File: config.mk
export PLATFORM = sky130hd
export DESIGN_NAME = pipelined_instruction_decoder
export DESIGN_NICKNAME = d
export VERILOG_FILES = /design/src/rtl/decoder_pkg.sv /design/src/rtl/link_stack.sv /design/src/rtl/pipelined_instruction_decoder.sv
export SDC_FILE = /design/constraint.sdc
export NUM_CORES = 1
export LEC_CHECK = 0
export CELL_PAD_IN_SITES_DETAIL_PLACEMENT = 1
export CELL_PAD_IN_SITES_GLOBAL_PLACEMENT = 1
export CORE_MARGIN = 2
export CORE_UTILIZATION = 45
export CTS_CLUSTER_DIAMETER = 80
export CTS_CLUSTER_SIZE = 30
export DETAILED_ROUTE_END_ITERATION = 6
export GPL_TIMING_DRIVEN = 0
export HOLD_SLACK_MARGIN = 0.15
export PLACE_DENSITY = 0.79
export REMOVE_ABC_BUFFERS = 1
export SYNTH_ARGS = -nofsm -noshare
export SYNTH_HDL_FRONTEND = slang
export SYNTH_SLANG_ARGS = --single-unit
File: constraint.sdc
create_clock -name clk -period 4.2 [get_ports clk]
set_input_delay 1.05 -clock clk [delete_from_list [all_inputs] [get_ports clk]]
set_output_delay 1.05 -clock clk [all_outputs]
set_load 0.05 [all_outputs]
File: src/rtl/decoder_pkg.sv
// Shared operation codes, instruction classes, flag indices and decode helpers.
package decoder_pkg;

    localparam int unsigned OP_W   = 5;
    localparam int unsigned FLAG_W = 5;

    localparam int unsigned FLAG_Z  = 4;
    localparam int unsigned FLAG_CY = 3;
    localparam int unsigned FLAG_S  = 2;
    localparam int unsigned FLAG_P  = 1;
    localparam int unsigned FLAG_OV = 0;

    localparam logic [OP_W-1:0] OP_ALU0   = 5'b00000;
    localparam logic [OP_W-1:0] OP_ALU1   = 5'b00100;
    localparam logic [OP_W-1:0] OP_ALU2   = 5'b01000;
    localparam logic [OP_W-1:0] OP_ALU3   = 5'b01100;
    localparam logic [OP_W-1:0] OP_ALU4   = 5'b10000;
    localparam logic [OP_W-1:0] OP_ALU5   = 5'b10100;
    localparam logic [OP_W-1:0] OP_INC    = 5'b00001;
    localparam logic [OP_W-1:0] OP_DEC    = 5'b00101;
    localparam logic [OP_W-1:0] OP_JMP    = 5'b01001;
    localparam logic [OP_W-1:0] OP_CALL   = 5'b01101;
    localparam logic [OP_W-1:0] OP_JZ     = 5'b01010;
    localparam logic [OP_W-1:0] OP_CZ     = 5'b01110;
    localparam logic [OP_W-1:0] OP_JOV    = 5'b01011;
    localparam logic [OP_W-1:0] OP_COV    = 5'b01111;
    localparam logic [OP_W-1:0] OP_JS     = 5'b10010;
    localparam logic [OP_W-1:0] OP_CS     = 5'b10110;
    localparam logic [OP_W-1:0] OP_RET    = 5'b10001;
    localparam logic [OP_W-1:0] OP_LDA0   = 5'b11100;
    localparam logic [OP_W-1:0] OP_LDA1   = 5'b11101;
    localparam logic [OP_W-1:0] OP_LDA2   = 5'b11110;
    localparam logic [OP_W-1:0] OP_STREG  = 5'b11001;
    localparam logic [OP_W-1:0] OP_STMEM  = 5'b11010;

    typedef enum logic [2:0] {
        CLS_ALU,
        CLS_INCDEC,
        CLS_JUMP,
        CLS_RET,
        CLS_LOADA,
        CLS_STORE,
        CLS_NOP
    } op_class_e;

    typedef struct packed {
        logic       a_ce;
        logic       regs_ce;
        logic       flags_ce;
        logic       load_pc;
        logic       pc_source;
        logic       block_cy_ov;
        logic       mem_we;
        logic [1:0] arg_source;
    } ctrl_t;

    // Map an operation code onto its instruction class.
    function automatic op_class_e op_class(input logic [OP_W-1:0] op);
        op_class_e cls;
        case (op)
            OP_ALU0, OP_ALU1, OP_ALU2,
            OP_ALU3, OP_ALU4, OP_ALU5:        cls = CLS_ALU;
            OP_INC, OP_DEC:                   cls = CLS_INCDEC;
            OP_JMP, OP_CALL, OP_JZ, OP_CZ,
            OP_JOV, OP_COV, OP_JS, OP_CS:     cls = CLS_JUMP;
            OP_RET:                           cls = CLS_RET;
            OP_LDA0, OP_LDA1, OP_LDA2:        cls = CLS_LOADA;
            OP_STREG, OP_STMEM:               cls = CLS_STORE;
            default:                          cls = CLS_NOP;
        endcase
        return cls;
    endfunction

    // Whether a jump/call operation is taken under the sampled flags.
    function automatic logic jump_taken(input logic [OP_W-1:0] op,
                                        input logic [FLAG_W-1:0] flags);
        logic taken;
        case (op)
            OP_JMP, OP_CALL: taken = 1'b1;
            OP_JZ,  OP_CZ:   taken = flags[FLAG_Z];
            OP_JOV, OP_COV:  taken = flags[FLAG_OV];
            OP_JS,  OP_CS:   taken = flags[FLAG_S];
            default:         taken = 1'b0;
        endcase
        return taken;
    endfunction

endpackage

File: src/rtl/link_stack.sv
// Return-address stack: push/pop of program addresses with full/empty status.
module link_stack #(
    parameter int unsigned DEPTH  = 8,
    parameter int unsigned ADDR_W = 16
) (
    input  logic              clk,
    input  logic              rst,
    input  logic              push,
    input  logic              pop,
    input  logic [ADDR_W-1:0] push_data,
    output logic              full_c,
    output logic              empty_c,
    output logic [ADDR_W-1:0] top_c
);

    localparam int unsigned PTR_W = $clog2(DEPTH);

    logic [PTR_W:0]    sp_q, sp_d;
    logic [PTR_W-1:0]  top_idx_c;
    logic [ADDR_W-1:0] mem [DEPTH];

    assign full_c    = (sp_q == (PTR_W+1)'(DEPTH));
    assign empty_c   = (sp_q == '0);
    assign top_idx_c = sp_q[PTR_W-1:0] - PTR_W'(1);
    assign top_c     = mem[top_idx_c];

    // Stack pointer update; a blocked push or pop leaves it unchanged.
    always_comb begin
        sp_d = sp_q;
        if (push && !full_c) begin
            sp_d = sp_q + (PTR_W+1)'(1);
        end else if (pop && !empty_c) begin
            sp_d = sp_q - (PTR_W+1)'(1);
        end
    end

    // Stack pointer register.
    always_ff @(posedge clk or posedge rst) begin
        if (rst) begin
            sp_q <= '0;
        end else begin
            sp_q <= sp_d;
        end
    end

    // Entry storage; contents are meaningless above the stack pointer.
    always_ff @(posedge clk) begin
        if (push && !full_c) begin
            mem[sp_q[PTR_W-1:0]] <= push_data;
        end
    end

endmodule

File: src/rtl/pipelined_instruction_decoder.sv
// Registered instruction decoder between fetch and execute with a
// return-address stack and squash of the slot after a taken transfer.
module pipelined_instruction_decoder
    import decoder_pkg::*;
#(
    parameter int unsigned DATA_W      = 16,
    parameter int unsigned ADDR_W      = 16,
    parameter int unsigned REG_AW      = 5,
    parameter int unsigned MEM_AW      = 10,
    parameter int unsigned STACK_DEPTH = 8
) (
    input  logic                   clk,
    input  logic                   rst,
    input  logic                   in_valid,
    output logic                   in_ready,
    input  logic [DATA_W+4:0]      ins,
    input  logic [ADDR_W-1:0]      ins_addr,
    input  logic [4:0]             flags,
    input  logic                   clr_err,
    output logic                   out_valid,
    input  logic                   out_ready,
    output logic                   A_ce,
    output logic                   REGS_ce,
    output logic                   flags_ce,
    output logic                   load_pc,
    output logic                   PC_source,
    output logic                   block_cy_ov,
    output logic                   mem_we,
    output logic [1:0]             arg_source,
    output logic [2:0]             opcode,
    output logic [DATA_W-1:0]      instant,
    output logic [ADDR_W-1:0]      new_pc,
    output logic [REG_AW-1:0]      REGS_addr,
    output logic [MEM_AW-1:0]      mem_addr,
    output logic                   stack_ovf,
    output logic                   stack_unf
);

    localparam int unsigned IW = DATA_W + 5;

    logic              out_valid_q, out_valid_d;
    ctrl_t             ctrl_q, ctrl_d;
    logic [2:0]        opcode_q, opcode_d;
    logic [DATA_W-1:0] instant_q, instant_d;
    logic [ADDR_W-1:0] new_pc_q, new_pc_d;
    logic [REG_AW-1:0] regs_addr_q, regs_addr_d;
    logic [MEM_AW-1:0] mem_addr_q, mem_addr_d;
    logic              squash_q, squash_d;
    logic              ovf_q, ovf_d;
    logic              unf_q, unf_d;

    logic [OP_W-1:0]   op_c;
    op_class_e         cls_c;
    ctrl_t             dec_ctrl_c;
    logic [ADDR_W-1:0] dec_pc_c;
    logic              push_req_c, pop_req_c, ovf_evt_c, unf_evt_c;
    logic              accept_c, take_c;
    logic              stk_full_c, stk_empty_c;
    logic [ADDR_W-1:0] stk_top_c;

    assign in_ready = !out_valid_q || out_ready;
    assign accept_c = in_valid && in_ready;
    assign take_c   = accept_c && !squash_q;
    assign op_c     = ins[IW-1 -: OP_W];
    assign cls_c    = op_class(op_c);

    // Decode the presented instruction into a control bundle and stack requests.
    always_comb begin
        dec_ctrl_c = '0;
        dec_pc_c   = '0;
        push_req_c = 1'b0;
        pop_req_c  = 1'b0;
        ovf_evt_c  = 1'b0;
        unf_evt_c  = 1'b0;
        case (cls_c)
            CLS_ALU: begin
                dec_ctrl_c.a_ce     = 1'b1;
                dec_ctrl_c.flags_ce = 1'b1;
            end
            CLS_INCDEC: begin
                dec_ctrl_c.a_ce        = 1'b1;
                dec_ctrl_c.flags_ce    = 1'b1;
                dec_ctrl_c.arg_source  = 2'b01;
                dec_ctrl_c.block_cy_ov = 1'b1;
            end
            CLS_JUMP: begin
                if (jump_taken(op_c, flags)) begin
                    dec_ctrl_c.load_pc     = 1'b1;
                    dec_ctrl_c.arg_source  = 2'b01;
                    dec_ctrl_c.block_cy_ov = 1'b1;
                    dec_pc_c               = ADDR_W'(ins[DATA_W-1:0]);
                    if (op_c[2]) begin
                        push_req_c = !stk_full_c;
                        ovf_evt_c  = stk_full_c;
                    end
                end
            end
            CLS_RET: begin
                dec_ctrl_c.pc_source = 1'b1;
                if (stk_empty_c) begin
                    unf_evt_c = 1'b1;
                end else begin
                    dec_ctrl_c.load_pc = 1'b1;
                    dec_pc_c           = stk_top_c;
                    pop_req_c          = 1'b1;
                end
            end
            CLS_LOADA: begin
                dec_ctrl_c.a_ce        = 1'b1;
                dec_ctrl_c.pc_source   = 1'b1;
                dec_ctrl_c.block_cy_ov = 1'b1;
                dec_ctrl_c.arg_source  = op_c[1:0];
            end
            CLS_STORE: begin
                dec_ctrl_c.regs_ce     = op_c[0];
                dec_ctrl_c.mem_we      = op_c[1];
                dec_ctrl_c.pc_source   = 1'b1;
                dec_ctrl_c.arg_source  = 2'b01;
                dec_ctrl_c.block_cy_ov = 1'b1;
            end
            default: begin
                dec_ctrl_c = '0;
            end
        endcase
    end

    link_stack #(
        .DEPTH  (STACK_DEPTH),
        .ADDR_W (ADDR_W)
    ) u_link_stack (
        .clk       (clk),
        .rst       (rst),
        .push      (take_c && push_req_c),
        .pop       (take_c && pop_req_c),
        .push_data (ins_addr + ADDR_W'(1)),
        .full_c    (stk_full_c),
        .empty_c   (stk_empty_c),
        .top_c     (stk_top_c)
    );

    // Next-state: load on a taken accept, drain on consume, hold on stall.
    always_comb begin
        out_valid_d = out_valid_q;
        ctrl_d      = ctrl_q;
        opcode_d    = opcode_q;
        instant_d   = instant_q;
        new_pc_d    = new_pc_q;
        regs_addr_d = regs_addr_q;
        mem_addr_d  = mem_addr_q;
        squash_d    = squash_q;
        if (take_c) begin
            out_valid_d = 1'b1;
            ctrl_d      = dec_ctrl_c;
            opcode_d    = ins[IW-1 -: 3];
            instant_d   = ins[DATA_W-1:0];
            new_pc_d    = dec_pc_c;
            regs_addr_d = ins[REG_AW-1:0];
            mem_addr_d  = ins[MEM_AW-1:0];
            squash_d    = dec_ctrl_c.load_pc;
        end else begin
            if (out_ready) begin
                out_valid_d = 1'b0;
                ctrl_d      = '0;
            end
            if (accept_c) begin
                squash_d = 1'b0;
            end
        end
        ovf_d = (take_c && ovf_evt_c) || (ovf_q && !clr_err);
        unf_d = (take_c && unf_evt_c) || (unf_q && !clr_err);
    end

    // Pipeline, squash and sticky-error registers.
    always_ff @(posedge clk or posedge rst) begin
        if (rst) begin
            out_valid_q <= 1'b0;
            ctrl_q      <= '0;
            opcode_q    <= '0;
            instant_q   <= '0;
            new_pc_q    <= '0;
            regs_addr_q <= '0;
            mem_addr_q  <= '0;
            squash_q    <= 1'b0;
            ovf_q       <= 1'b0;
            unf_q       <= 1'b0;
        end else begin
            out_valid_q <= out_valid_d;
            ctrl_q      <= ctrl_d;
            opcode_q    <= opcode_d;
            instant_q   <= instant_d;
            new_pc_q    <= new_pc_d;
            regs_addr_q <= regs_addr_d;
            mem_addr_q  <= mem_addr_d;
            squash_q    <= squash_d;
            ovf_q       <= ovf_d;
            unf_q       <= unf_d;
        end
    end

    assign out_valid   = out_valid_q;
    assign A_ce        = ctrl_q.a_ce;
    assign REGS_ce     = ctrl_q.regs_ce;
    assign flags_ce    = ctrl_q.flags_ce;
    assign load_pc     = ctrl_q.load_pc;
    assign PC_source   = ctrl_q.pc_source;
    assign block_cy_ov = ctrl_q.block_cy_ov;
    assign mem_we      = ctrl_q.mem_we;
    assign arg_source  = ctrl_q.arg_source;
    assign opcode      = opcode_q;
    assign instant     = instant_q;
    assign new_pc      = new_pc_q;
    assign REGS_addr   = regs_addr_q;
    assign mem_addr    = mem_addr_q;
    assign stack_ovf   = ovf_q;
    assign stack_unf   = unf_q;

endmodule
==> key figures <==
STA
  • Setup TNS: 0 ns
  • Clk_skew: 0.00683 ns
  • Final Cycle Share: 0.967
  • Final min period: between 4 and 5 ns
  • Finish-stage setup viols: 0
  • Fmax: 246 MHz
  • Measured slew at the worst slew-check pin: 1.05 ns
  • Final hold vios: 0
  • RSZ-0062 raised after global routing: false
  • Slew Limit Fails: 0
  • Max transition margin: 0.299

Worst setup path
  • Endpoint class of the critical path: flop
  • Worst R2R End: u_link_stack.sp_q[3]
  • Worst Path Max Fanout: 10
  • Worst R2R Start: u_link_stack.sp_q[0]
  • Worst path cell trace: clkdlybuf4s50_1 -> inv_1 -> ha_1 -> or3b_4 -> o211ai_4 -> nor4_4 -> inv_1 -> ha_1 -> a21o_1 -> a21oi_1 -> mux2i_1 -> xnor2_1
  • R2r worst-path depth: 11
  • CP max stage delay: about 0.6 ns
  • CP arrival: 4.39 ns
  • Critical path class: in -> reg
  • CP max stage cell: clkdlybuf4s50_1
  • CP required: 4.53 ns
  • Setup crit start: ins[17]
  • R2R Setup Slk: ~0.73 ns
  • Worst setup path endpoint: u_link_stack.sp_q[3]
  • CP startpoint kind: primary input

Route
  • Total iterations of the first detailed-routing run: 4
  • DRC: 0
  • Final wirelength: between 15000 and 20000 µm
  • Drt initial violations: about 350
  • DR WL/cell: 22.6 µm
  • Vias: between 4000 and 5000
  • Drt via density: between 5 and 6
  • Routed Antenna Nets: 0

Clocking
  • TritonCTS clock tree: built
  • Hold-fix buffers, CTS: 0
  • H-tree Lvls: 4
  • CTS buffer count: 17
  • Clk pin slew, worst setup/hold paths: roughly 0.060 ns
  • Sinks on Clock Net: 180
  • CTS max path bufs: 2
  • Root Buffer Master: clkbuf_16
  • CTS resizes: 0
  • Skew-Pair Late Insertion Delay: 0.43 ns

GRT
  • Met1 GRT Util: 0.272
  • Gr usage total: 0.226
  • GRT overflow: 0
  • Met3 Resource Use GR: 0.0494
  • Gr busiest metal: met2
  • M2 GR Usage: 0.399
  • Initial antenna violation count: 0
  • Largest net degree at the start of global routing: 48
  • First-pass GRT wire length: slightly above 30000 µm
  • Vias in the first global route: 5331

Power
  • Peak supply drop: roughly 380 µV
  • Lkg Pwr: about 3.7 nW
  • Power Dens Cells: 574 nW/µm²

Placed design
  • I/O Buffers: 107
  • GP Congestion: roughly 0.8
  • Placed Cells: roughly 840
  • DPL Wire Length: 13800 µm

Synth
  • Area share of the largest cell type after synthesis: 0.496
  • Yosys warns: 0
  • Area contributors post-synth: edfxtp_1 50%, dfrtp_1 17%, mux4_2 9.3%
  • Synth Area in Compound Gates: 0.0518
  • Syn Inst Count: 534
  • FFs w/ async S/R, synth: 0.289
  • EDFF count, synth: 128
  • Mapped Avg Cell Area: 14.5 µm²
  • Synth Flop Type: edfxtp_1
  • Post-Synth XOR/XNOR Area: 0.0215
  • Post-Synth Simple-Gate Area: 0.114
  • Post-Syn Area: just under 8000 µm²
  • Top cell type by total area after synthesis: edfxtp_1
  • Multiplexer area fraction after synthesis: 0.0995
  • Post-synthesis sequential area ratio: 0.664
  • Seq cells post-synth: 180
  • Library cells used by synthesis: 52
  • Largest family of logic cells by synthesized area: simple AND/OR/NAND/NOR gates
  • Adder-Cell Fraction of Synth Area: 0.0155

Run status
  • Status: finished, final reports clean

Floorplan
  • Initial Util: 0.464
  • Die Y: between 100 and 150 µm
  • Core ar.: ~17000 µm²
  • Die Area: 18300 µm²
  • Chip width: 135 µm
  • # rows: 47
  • Io pins: 110

Cells and area
  • Layout cell share with drive strength beyond 1: 0.168
  • NumNets Final: approximately 690
  • Layout filler cell count: between 1500 and 2000
  • Antenna Cells: 0
  • Most frequent cells in the layout: 128 x edfxtp_1, 114 x nand2_1, 107 x clkdlybuf4s50_1
  • Commonest non-fill, non-tap cell in the layout: edfxtp_1
  • Syn-to-layout area delta: 25.6%
  • Core Util, Final: 0.583
  • Layout Cells excl Fill: between 800 and 900

Worst hold path
  • Hold crit path type: reg -> reg

Flow run
  • Max capacitance violation total: 0
==> registers in the layout, summed over array words and instances, names as in the netlist <==
| register | flops |
|---|---|
| REGS_ce | 1 |
| stack_unf | 1 |
| stack_ovf | 1 |
| load_pc | 1 |
| instant | 16 |
| PC_source | 1 |
| squash_q | 1 |
| A_ce | 1 |
| mem_we | 1 |
| u_link_stack.sp_q | 4 |
| new_pc | 16 |
| block_cy_ov | 1 |
| flags_ce | 1 |
| out_valid | 1 |
| u_link_stack.mem | 128 |
| arg_source | 2 |
| opcode | 3 |
==> layout make-up <==
type / instances / area, µm² / share of cell area
Clock inverter: 15 / 178 / 0.0183
Sequential cell: 180 / 5150 / 0.529
Multi-Input combinational cell: 304 / 2390 / 0.245
Timing Repair Buffer: 123 / 1280 / 0.131
Clock buffer: 17 / 425 / 0.0437
Inverter: 11 / 41.3 / 0.00424
Tap cell: 220 / 275 / 0.0283
==> metal layers <==
metal,vias up,routed length [µm],share of wire
met4,0,386,0.020
met5,-,0,0
met1,2548,7960,0.40
met2,156,10400,0.53
met3,29,946,0.048
li1,2167,-,-
==> report_power, final <==
| group | total (mW) | leakage, nW | internal (mW) | switching (mW) |
|---|---|---|---|---|
| clock | 1.62 | 0.291 | 0.941 | 0.684 |
| sequential | 2.11 | 1.83 | 1.99 | 0.118 |
| combinational | 1.85 | 1.57 | 0.775 | 1.08 |
| total | 5.58 | 3.68 | 3.70 | 1.88 |
==> Yosys cell counts, types with 8 or more instances <==
library cell  instances
a211o_1              12
a21oi_1              19
and3_1               14
buf_2                 8
buf_4                17
clkbuf_1             12
dfrtp_1              52
edfxtp_1            128
ha_1                  8
inv_1                10
mux4_2               32
nand2_1             115
nand3_1              13
nor2_1               12
xnor2_1              14
==> critical path, delay by kind of cell <==
| family | cells | cell delay (ns) |
|---|---|---|
| compound gates | 3 | 0.62 |
| fa+ha+maj | 2 | 0.54 |
| buf+inv | 3 | 0.92 |
| xor+xnor | 1 | 0.20 |
| simple gates | 2 | 0.68 |
| mux | 1 | 0.37 |
==> stage by stage <==
stage | total power [mW] | area (µm²) | hold slack [ns] | setup slack, ns
6_report | 5.58 | 9730 | 0.481 | 0.137
4_1_cts | 5.64 | 9710 | 0.483 | 0.0168
2_1_floorplan | 3.35 | 7530 | 0.461 | -0.0989
3_3_place_gp | 3.87 | 8870 | 0.458 | -1.82
5_1_grt | 5.82 | 9730 | 0.499 | 0.0411
3_5_place_dp | 4.00 | 9110 | 0.466 | -0.153
==> worst min path at each step <==
stage | startpoint | endpoint | slack, ns | depth (start not counted)
floorplan | u_link_stack.sp_q[3] | u_link_stack.sp_q[3] | 0.46 | 1
global placement | instant[11] | instant[11] | 0.46 | 2
detailed placement | instant[15] | instant[15] | 0.47 | 2
CTS | instant[15] | instant[15] | 0.48 | 2
global route | instant[11] | instant[11] | 0.50 | 2
finish | instant[15] | instant[15] | 0.48 | 2
==> logic make-up after synthesis <==
| family | after synthesis |
|---|---|
| and+or+nand+nor | 185 |
| DFF | 180 |
| xor gates and xnor gates | 19 |
| AOI/OAI and AO/OA | 55 |
| muxes | 36 |
| buffers and inverters | 50 |
| adders and majority gates | 9 |
==> repair_timing <==
item | CTS | global route
endpoints found under the hold margin | 0 | 0
setup endpoints to repair | 0 | 1
setup buffers | 0 | 2
Power figures use the tool's default switching activity.
